===== config.mk =====
export PLATFORM = sky130hd
export DESIGN_NAME = display_list_player
export DESIGN_NICKNAME = d
export VERILOG_FILES = /design/src/rtl/vector_pkg.sv /design/src/rtl/display_list_player.sv
export SDC_FILE = /design/constraint.sdc
export NUM_CORES = 1
export LEC_CHECK = 0
export BUFFER_PORTS_ARGS = -buffer_cell sky130_fd_sc_hd__buf_2
export CAP_MARGIN = 20
export CORE_MARGIN = 10
export CORE_UTILIZATION = 55
export DETAILED_ROUTE_END_ITERATION = 6
export PLACE_DENSITY = 0.83
export SLEW_MARGIN = 20
export SYNTH_ARGS = -nofsm -noshare
export SYNTH_HDL_FRONTEND = slang
export SYNTH_SLANG_ARGS = --single-unit

===== constraint.sdc =====
create_clock -name clk -period 4.2 [get_ports clk]
set_input_delay 0.84 -clock clk [delete_from_list [all_inputs] [get_ports clk]]
set_output_delay 0.84 -clock clk [all_outputs]
set_load 0.01 [all_outputs]

===== src/rtl/vector_pkg.sv =====
// Shared definitions for the vector beam pipeline: display-list word layout and opcodes.
// Used by the list player, the beam controller and the list assembler tooling.
package vector_pkg;

  localparam int CMD_W   = 26;
  localparam int COORD_W = 12;

  localparam int OP_HI = 25;
  localparam int OP_LO = 24;
  localparam int X_HI  = 23;
  localparam int X_LO  = 12;
  localparam int Y_HI  = 11;
  localparam int Y_LO  = 0;

  typedef enum logic [1:0] {
    OP_JUMP = 2'b00,
    OP_DRAW = 2'b01,
    OP_END  = 2'b10,
    OP_WAIT = 2'b11
  } opcode_t;

  // Field order matches the slice localparams above; y doubles as the WAIT count.
  typedef struct packed {
    opcode_t              op;
    logic [COORD_W-1:0]   x;
    logic [COORD_W-1:0]   y;
  } cmd_t;

endpackage


===== src/rtl/display_list_player.sv =====
// Display-list player: fetches list words from synchronous memory and issues
// jump/draw strobes with x/y to the beam controller, replaying the list every frame.
module display_list_player
  import vector_pkg::*;
#(
  parameter int ADDR_W     = 10,
  parameter int START_ADDR = 0,
  parameter int HOLDOFF    = 2
) (
  input  logic               clk,
  input  logic               reset_n,
  input  logic               enable,
  output logic [ADDR_W-1:0]  mem_addr,
  output logic               mem_rd,
  input  logic [CMD_W-1:0]   mem_data,
  input  logic               ready,
  output logic [COORD_W-1:0] x,
  output logic [COORD_W-1:0] y,
  output logic               jump,
  output logic               draw,
  output logic               frame_done,
  output logic               busy
);

  typedef enum logic [2:0] {
    S_IDLE,
    S_FETCH,
    S_DATA,
    S_EXEC,
    S_HOLD,
    S_WAITRDY,
    S_DELAY
  } state_t;

  localparam logic [ADDR_W-1:0]  FIRST_ADDR = ADDR_W'(START_ADDR);
  localparam logic [ADDR_W-1:0]  LAST_ADDR  = '1;
  localparam logic [COORD_W-1:0] HOLD_LOAD  = COORD_W'(HOLDOFF - 1);

  state_t               state, state_next;
  cmd_t                 cmd;
  logic [ADDR_W-1:0]    addr;
  logic [COORD_W-1:0]   cnt;
  logic [COORD_W-1:0]   cnt_load_val;
  logic                 cnt_load, cnt_dec;
  logic                 do_strobe, do_end, do_advance;

  always_comb begin
    // NOTE: every signal driven here gets a default first, so no latch is inferred.
    state_next   = state;
    do_strobe    = 1'b0;
    do_end       = 1'b0;
    do_advance   = 1'b0;
    cnt_load     = 1'b0;
    cnt_load_val = HOLD_LOAD;
    cnt_dec      = 1'b0;

    unique case (state)
      S_IDLE:  if (enable && ready) state_next = S_FETCH;
      S_FETCH: state_next = S_DATA;
      S_DATA:  state_next = S_EXEC;
      S_EXEC: begin
        case (cmd.op)
          OP_JUMP, OP_DRAW: begin
            if (ready) begin
              do_strobe  = 1'b1;
              cnt_load   = 1'b1;
              state_next = S_HOLD;
            end
          end
          OP_END: begin
            do_end     = 1'b1;
            state_next = enable ? S_FETCH : S_IDLE;
          end
          OP_WAIT: begin
            if (cmd.y == '0) begin
              do_advance = 1'b1;
              state_next = enable ? S_FETCH : S_IDLE;
            end else begin
              cnt_load     = 1'b1;
              cnt_load_val = cmd.y;
              state_next   = S_DELAY;
            end
          end
        endcase
      end
      // The controller's ready lags the strobe, so it is ignored for HOLDOFF cycles.
      S_HOLD: begin
        if (cnt == '0) state_next = S_WAITRDY;
        else           cnt_dec    = 1'b1;
      end
      S_WAITRDY: begin
        if (ready) begin
          do_advance = 1'b1;
          state_next = enable ? S_FETCH : S_IDLE;
        end
      end
      S_DELAY: begin
        if (cnt == COORD_W'(1)) begin
          do_advance = 1'b1;
          state_next = enable ? S_FETCH : S_IDLE;
        end else begin
          cnt_dec = 1'b1;
        end
      end
      default: state_next = S_IDLE;
    endcase
  end

  always_ff @(posedge clk or negedge reset_n) begin
    if (!reset_n) state <= S_IDLE;
    else          state <= state_next;
  end

  always_ff @(posedge clk or negedge reset_n) begin
    if (!reset_n) begin
      addr       <= FIRST_ADDR;
      cmd        <= '0;
      cnt        <= '0;
      x          <= '0;
      y          <= '0;
      jump       <= 1'b0;
      draw       <= 1'b0;
      frame_done <= 1'b0;
    end else begin
      // NOTE: non-blocking assignments so every register samples pre-edge values together.
      jump       <= do_strobe && (cmd.op == OP_JUMP);
      draw       <= do_strobe && (cmd.op == OP_DRAW);
      // END and a wrap are mutually exclusive cycles, so END at the last word pulses once.
      frame_done <= do_end || (do_advance && (addr == LAST_ADDR));

      if (state == S_DATA) cmd <= cmd_t'(mem_data);

      if (do_strobe) begin
        x <= cmd.x;
        y <= cmd.y;
      end

      if (cnt_load)     cnt <= cnt_load_val;
      else if (cnt_dec) cnt <= cnt - 1'b1;

      if (do_end)          addr <= FIRST_ADDR;
      else if (do_advance) addr <= (addr == LAST_ADDR) ? FIRST_ADDR : addr + 1'b1;
    end
  end

  assign mem_addr = addr;
  assign mem_rd   = (state == S_FETCH);
  assign busy     = (state != S_IDLE);

endmodule


* Yosys cells after proc, flatten, opt, wreduce, memory -nomap -nowiden *
Cells that the tools add are included.

cells by class
  $add $sub $neg = 2
  equality and inequality tests = 16
  muxes and demuxes = 32
  reductions and logical operators = 14

operator list
  cell                                                                     number
  12-bit 2-to-1 mux                                                        5
  10-bit 2-to-1 mux                                                        3
  12-bit logical NOT                                                       2
  3-bit case mux with 7 select lines                                       1
  3-bit 2-to-1 mux                                                         6
  1-bit 2-to-1 mux                                                         13
  12-bit by 1-bit equality test with 1-bit output (second input constant)  1
  12-bit by 1-bit subtractor with 12-bit output (second input constant)    1
  10-bit by 1-bit adder with 10-bit output (second input constant)         1
  10-bit equality test (second input constant)                             1
  3-bit equality test (second input constant)                              3
  3-bit case mux with 3 select lines                                       1
  2-bit != test (second input constant)                                    4
  3-bit by 2-bit equality test with 1-bit output (second input constant)   2
  5-bit AND reduction                                                      1
  2-bit equality test (second input constant)                              2
  1-bit logical AND                                                        4
  1-bit case mux with 2 select lines                                       2
  2-bit nonzero test                                                       2
  3-bit by 1-bit equality test with 1-bit output (second input constant)   1
  3-bit logical NOT                                                        1
  3-bit != test (second input constant)                                    1
  1-bit case mux with 3 select lines                                       1
  3-bit nonzero test                                                       1
  other kinds (4)                                                          4

word-level totals
  register bits = 78
  bits of input ports = 30
  output and inout port bits = 39
  word-level logic and storage cells = 75

* Depth between registers and ports, before layout *
  depth after elaboration = 6
  depth in mapped cells = 8
  mapped depth without buffers = 7

* Worst setup path after synthesis *
OpenSTA, ideal clock, no wires.

  path type = register to register
  from = register cnt[0]
  to = register cnt[6]
  library setup time = 0.123 ns
  arrival time = 1.759 ns
  required time = 4.077 ns
  setup slack = 2.318 ns
  cell stages (with the launch flop) = 8
  path buffers = 0
  period minus slack after synthesis = 1.882 ns
  cell sequence = dfrtp_1 -> inv_1 -> ha_1 -> mux2_2 -> and4_1 -> nor2_2 -> a41o_1 -> o2bb2a_2

between the ends
  cells in the longest elaborated chain, start to end = 4
  elaborated cells on any way between the ends = 9
  classes of those cells = add/sub (1); eq/ne (1); mux (5); reduce/logical (2)

ends and longest elaborated chain
  item                                                                                                   RTL line                    source
  start, declared                                                                                        display_list_player.sv:42   logic [COORD_W-1:0] cnt;
  start signal, assigned                                                                                 display_list_player.sv:138  if (cnt_load) cnt <= cnt_load_val;
  start signal, assigned                                                                                 display_list_player.sv:139  else if (cnt_dec) cnt <= cnt - 1'b1;
  parallel branches: the longest is 4 deep, another holds 12-bit by 1-bit subtractor with 12-bit output  n/a

Parallel ways; which one is timed is not known. The select of a mux whose other input is x is not followed.
A chain may end at the register's enable or synchronous reset.

* Final worst setup path *
  from = register state[0]
  to = register cnt[6]

between the ends
  cells in the longest elaborated chain, start to end = 3
  elaborated cells on any way between the ends = 8
  classes of those cells = eq/ne (3); mux (4); reduce/logical (1)

ends and longest elaborated chain
  item                                                                                   RTL line                    source
  start, declared                                                                        display_list_player.sv:39   state_t state, state_next;
  start signal, assigned                                                                 display_list_player.sv:111  else state <= state_next;
  3-bit equality test or 3-bit by 2-bit equality test with 1-bit output (tied branches)  display_list_player.sv:57   unique case (state)
  1-bit case mux with 2 select lines (tied with other cells)                             display_list_player.sv:57
  2-bit nonzero test (no source line) or 12-bit 2-to-1 mux (tied branches)               n/a

Several ways; a longest one is shown, not always the timed one.

==> results.yml <==
run_status:
  status: "finished, final reports clean"
cts:
  htreeDepth: 3
  ctsHoldBuffers: 0
  clk_pin_slew_worst_paths_ns: 0.09
  cts.sinks: 78
  cts_resized: 0
  clk-insertion-delay-late_ns: 0.36
  cts_tree: "built"
  cts_setup_buffers: 0
  cts_root_buf: "clkbuf_8"
  clockBufferDepth: 2
  cts_buffers: 9
power_and_ir_drop:
  power_density_mw_per_mm2: 745.7
  cellLeakagePower_uw: 0.001931
  ir_drop_v: 0.0004521
critical_path:
  cp-start-kind: "register"
  crit_end: "cnt[6]"
  setup.worst_path.end_class: "register"
  worstPathArrival_ns: 2.89
  cp_max_fo: 13
  reg2reg_from: "state[0]"
  r2r_cells: 5
  rrSetupSlack_ns: 1.56
  required_ns: 4.45
  crit_type: "register to register"
  crit_start: "state[0]"
  r2r-end: "cnt[6]"
logic_synthesis:
  synth_fp_nets: 347
  synth_cell_types: 52
  ys_seq_area_share_pct: 53.10
  synth_top_area_share_pct: 53.10
  ys_warn_count: 0
  ys.flop_type: "dfrtp_1"
  ys_ff_latch: 78
  synth_top_cell_by_area: "dfrtp_1"
  synth_area_leaders: "dfrtp_1 53%, mux2_2 15%, nand2_1 2.3%, nor4_4 2.3%, nand3_1 1.9%"
  avgSynthCellArea_sq_um: 11.74
  async_reset_ff_share_pct: 100.0
  synthesis.area_sq_mm: 0.003676
  synth_edf_count: 0
  syn_inst: 313
place:
  dp_slack_ns: 1.601
  numPortBuffers: 68
  place_hpwl_microns: 6067
  place_congestion: 0.9078
  post_dp_cell_area_sq_mm: 0.004078
global_route:
  antenna_found_initial: 0
  grt.overflow.total: 0
  grt_max_degree: 79
  grt_pass1_vias: 2831
  grt_pass1_wl_microns: 14150
  gr-usage-all-layers_pct: 17.16
floorplanning:
  die-area_sq_mm: 0.01035
  die_h_microns: 101.8
  pin_count: 69
  start_util_pct: 57.24
  core_area_sq_mm: 0.006422
  die_w_microns: 101.8
  row_count: 29
timing:
  finalHoldViolations: 0
  finalWorstSetupSlack_ns: 1.556
  fin_setup_tns_ns: 0
  drv_slew: 0
  fin_hold_ws_ns: 0.4380
  setup_viol_count_final: 0
  rsz0062_at_grt: "no"
  max_slew_margin_pct: 36.45
  period_minus_slack_ns: 2.644
  max_freq_mhz: 378.2
  clock_skew_ns: 0.007183
  finalCritPeriodShare_pct: 62.95
  tightest_slew_ns: 0.9532
min_path:
  min_path_type: "register to register"
  hold_depth: 1
route:
  ant_nets: 0
  first_pass_iters: 4
  drt_iter0_drc: 164
  via_per_inst: 5.963
  vias: 2761
  drt_wl_total_microns: 8505
  post_drt_wl_per_cell_microns: 18.37
  drc: 0
finish:
  fin_area_sq_mm: 0.004259
  final_cell_mix: "78 x dfrtp_1, 67 x buf_2, 50 x mux2_2"
  final_nets: 415
  fillers: 482
  mostFrequentLayoutCell: "dfrtp_1"
  area_growth_pct: 15.86
  drive_gt1_share_pct: 37.82
  antennaDiodeCount: 0
run:
  maxCapViolations: 0
[power breakdown]
group | switching [uW] | internal, uW
Clock | 298 | 221
Combinational | 611 | 621
Sequential | 339 | 1090
[state kept, by name, indices dropped and copies added (netlist names)]
register and flops:
x 12, cmd 26, jump 1, frame_done 1, state 3, y 12, cnt 12, draw 1
mem_addr 10
[metrics by stage]
| step | utilization [%] | total power [uW] | cells |
|---|---|---|---|
| after floorplan | - | 2241 | 313 |
| after global placement | 63.49 | 2607 | 447 |
| after detailed placement | 63.49 | 2667 | 447 |
| after CTS | 66.32 | 3196 | 463 |
| after global routing | 66.32 | 3396 | 463 |
| final | 66.32 | 3176 | 463 |
[per-layer routing]
metal | global-route usage (%) | share of wire, % | vias to the layer above
met4 | 7.591 | 1.5 | 0
met1 | 21.50 | 44 | 1373
met5 | 0 | 0 | -
met3 | 5.037 | 7.5 | 13
met2 | 26.94 | 47 | 90
li1 | - | - | 1285
[synthesized netlist by cell type, types with 2 or more instances]
cell / n
a21oi_1: 6
a22oi_1: 5
a31oi_1: 4
and2_1: 2
and3_1: 6
buf_2: 8
clkbuf_1: 5
dfrtp_1: 78
ha_1: 4
inv_1: 10
mux2_2: 50
nand2_1: 23
nand2b_1: 2
nand3_1: 14
nand3b_1: 2
nand4_1: 6
nor2_1: 11
nor2b_1: 4
nor3_1: 4
nor3b_1: 2
nor4_1: 3
nor4_4: 4
o211ai_1: 4
o21ai_0: 14
o21ai_1: 2
o22a_1: 3
o22ai_1: 4
o31ai_1: 3
or3_1: 2
or4_1: 3
xnor2_1: 2
xor2_1: 3
[logic make-up (layout without fill, tap and decap cells)]
group | count (synthesis) | count (layout) | synth area share (%)
and+or+nand+nor | 97 | 97 | 16.17
AOI/OAI and AO/OA | 55 | 55 | 9.973
adders and majority gates | 4 | 4 | 1.362
DFF | 78 | 78 | 53.10
muxes | 51 | 51 | 15.59
xor gates and xnor gates | 5 | 5 | 1.192
buffers and inverters | 23 | 96 | 2.621
[worst max-delay path: stages, from the launching register on]
cell,delay (ns)
dfrtp_1,0.58
and3b_1,0.38
nand3b_1,0.50
o21ai_1,0.69
a41o_1,0.17
o2bb2a_2,0.21
[final cells by class]
class	instances	area, sq um	share of cell area (%)
Clock buffer	9	123.9	2.908
Clock inverter	7	57.56	1.351
Inverter	10	37.54	0.8813
Multi-Input combinational cell	212	1634	38.37
Sequential cell	78	1952	45.83
Tap cell	77	96.34	2.262
Timing Repair Buffer	70	357.8	8.402
[worst min path at each step]
| stage | start | endpoint | slack, ns |
|---|---|---|---|
| CTS | cmd[24] | jump | 0.44 |
| finish | cmd[24] | jump | 0.44 |
| floorplan | cmd[24] | jump | 0.42 |
| global route | cmd[24] | jump | 0.47 |
| global placement | cmd[24] | jump | 0.44 |
| detailed placement | cmd[24] | jump | 0.43 |
No activity file was read; power rests on OpenSTA's default activity.
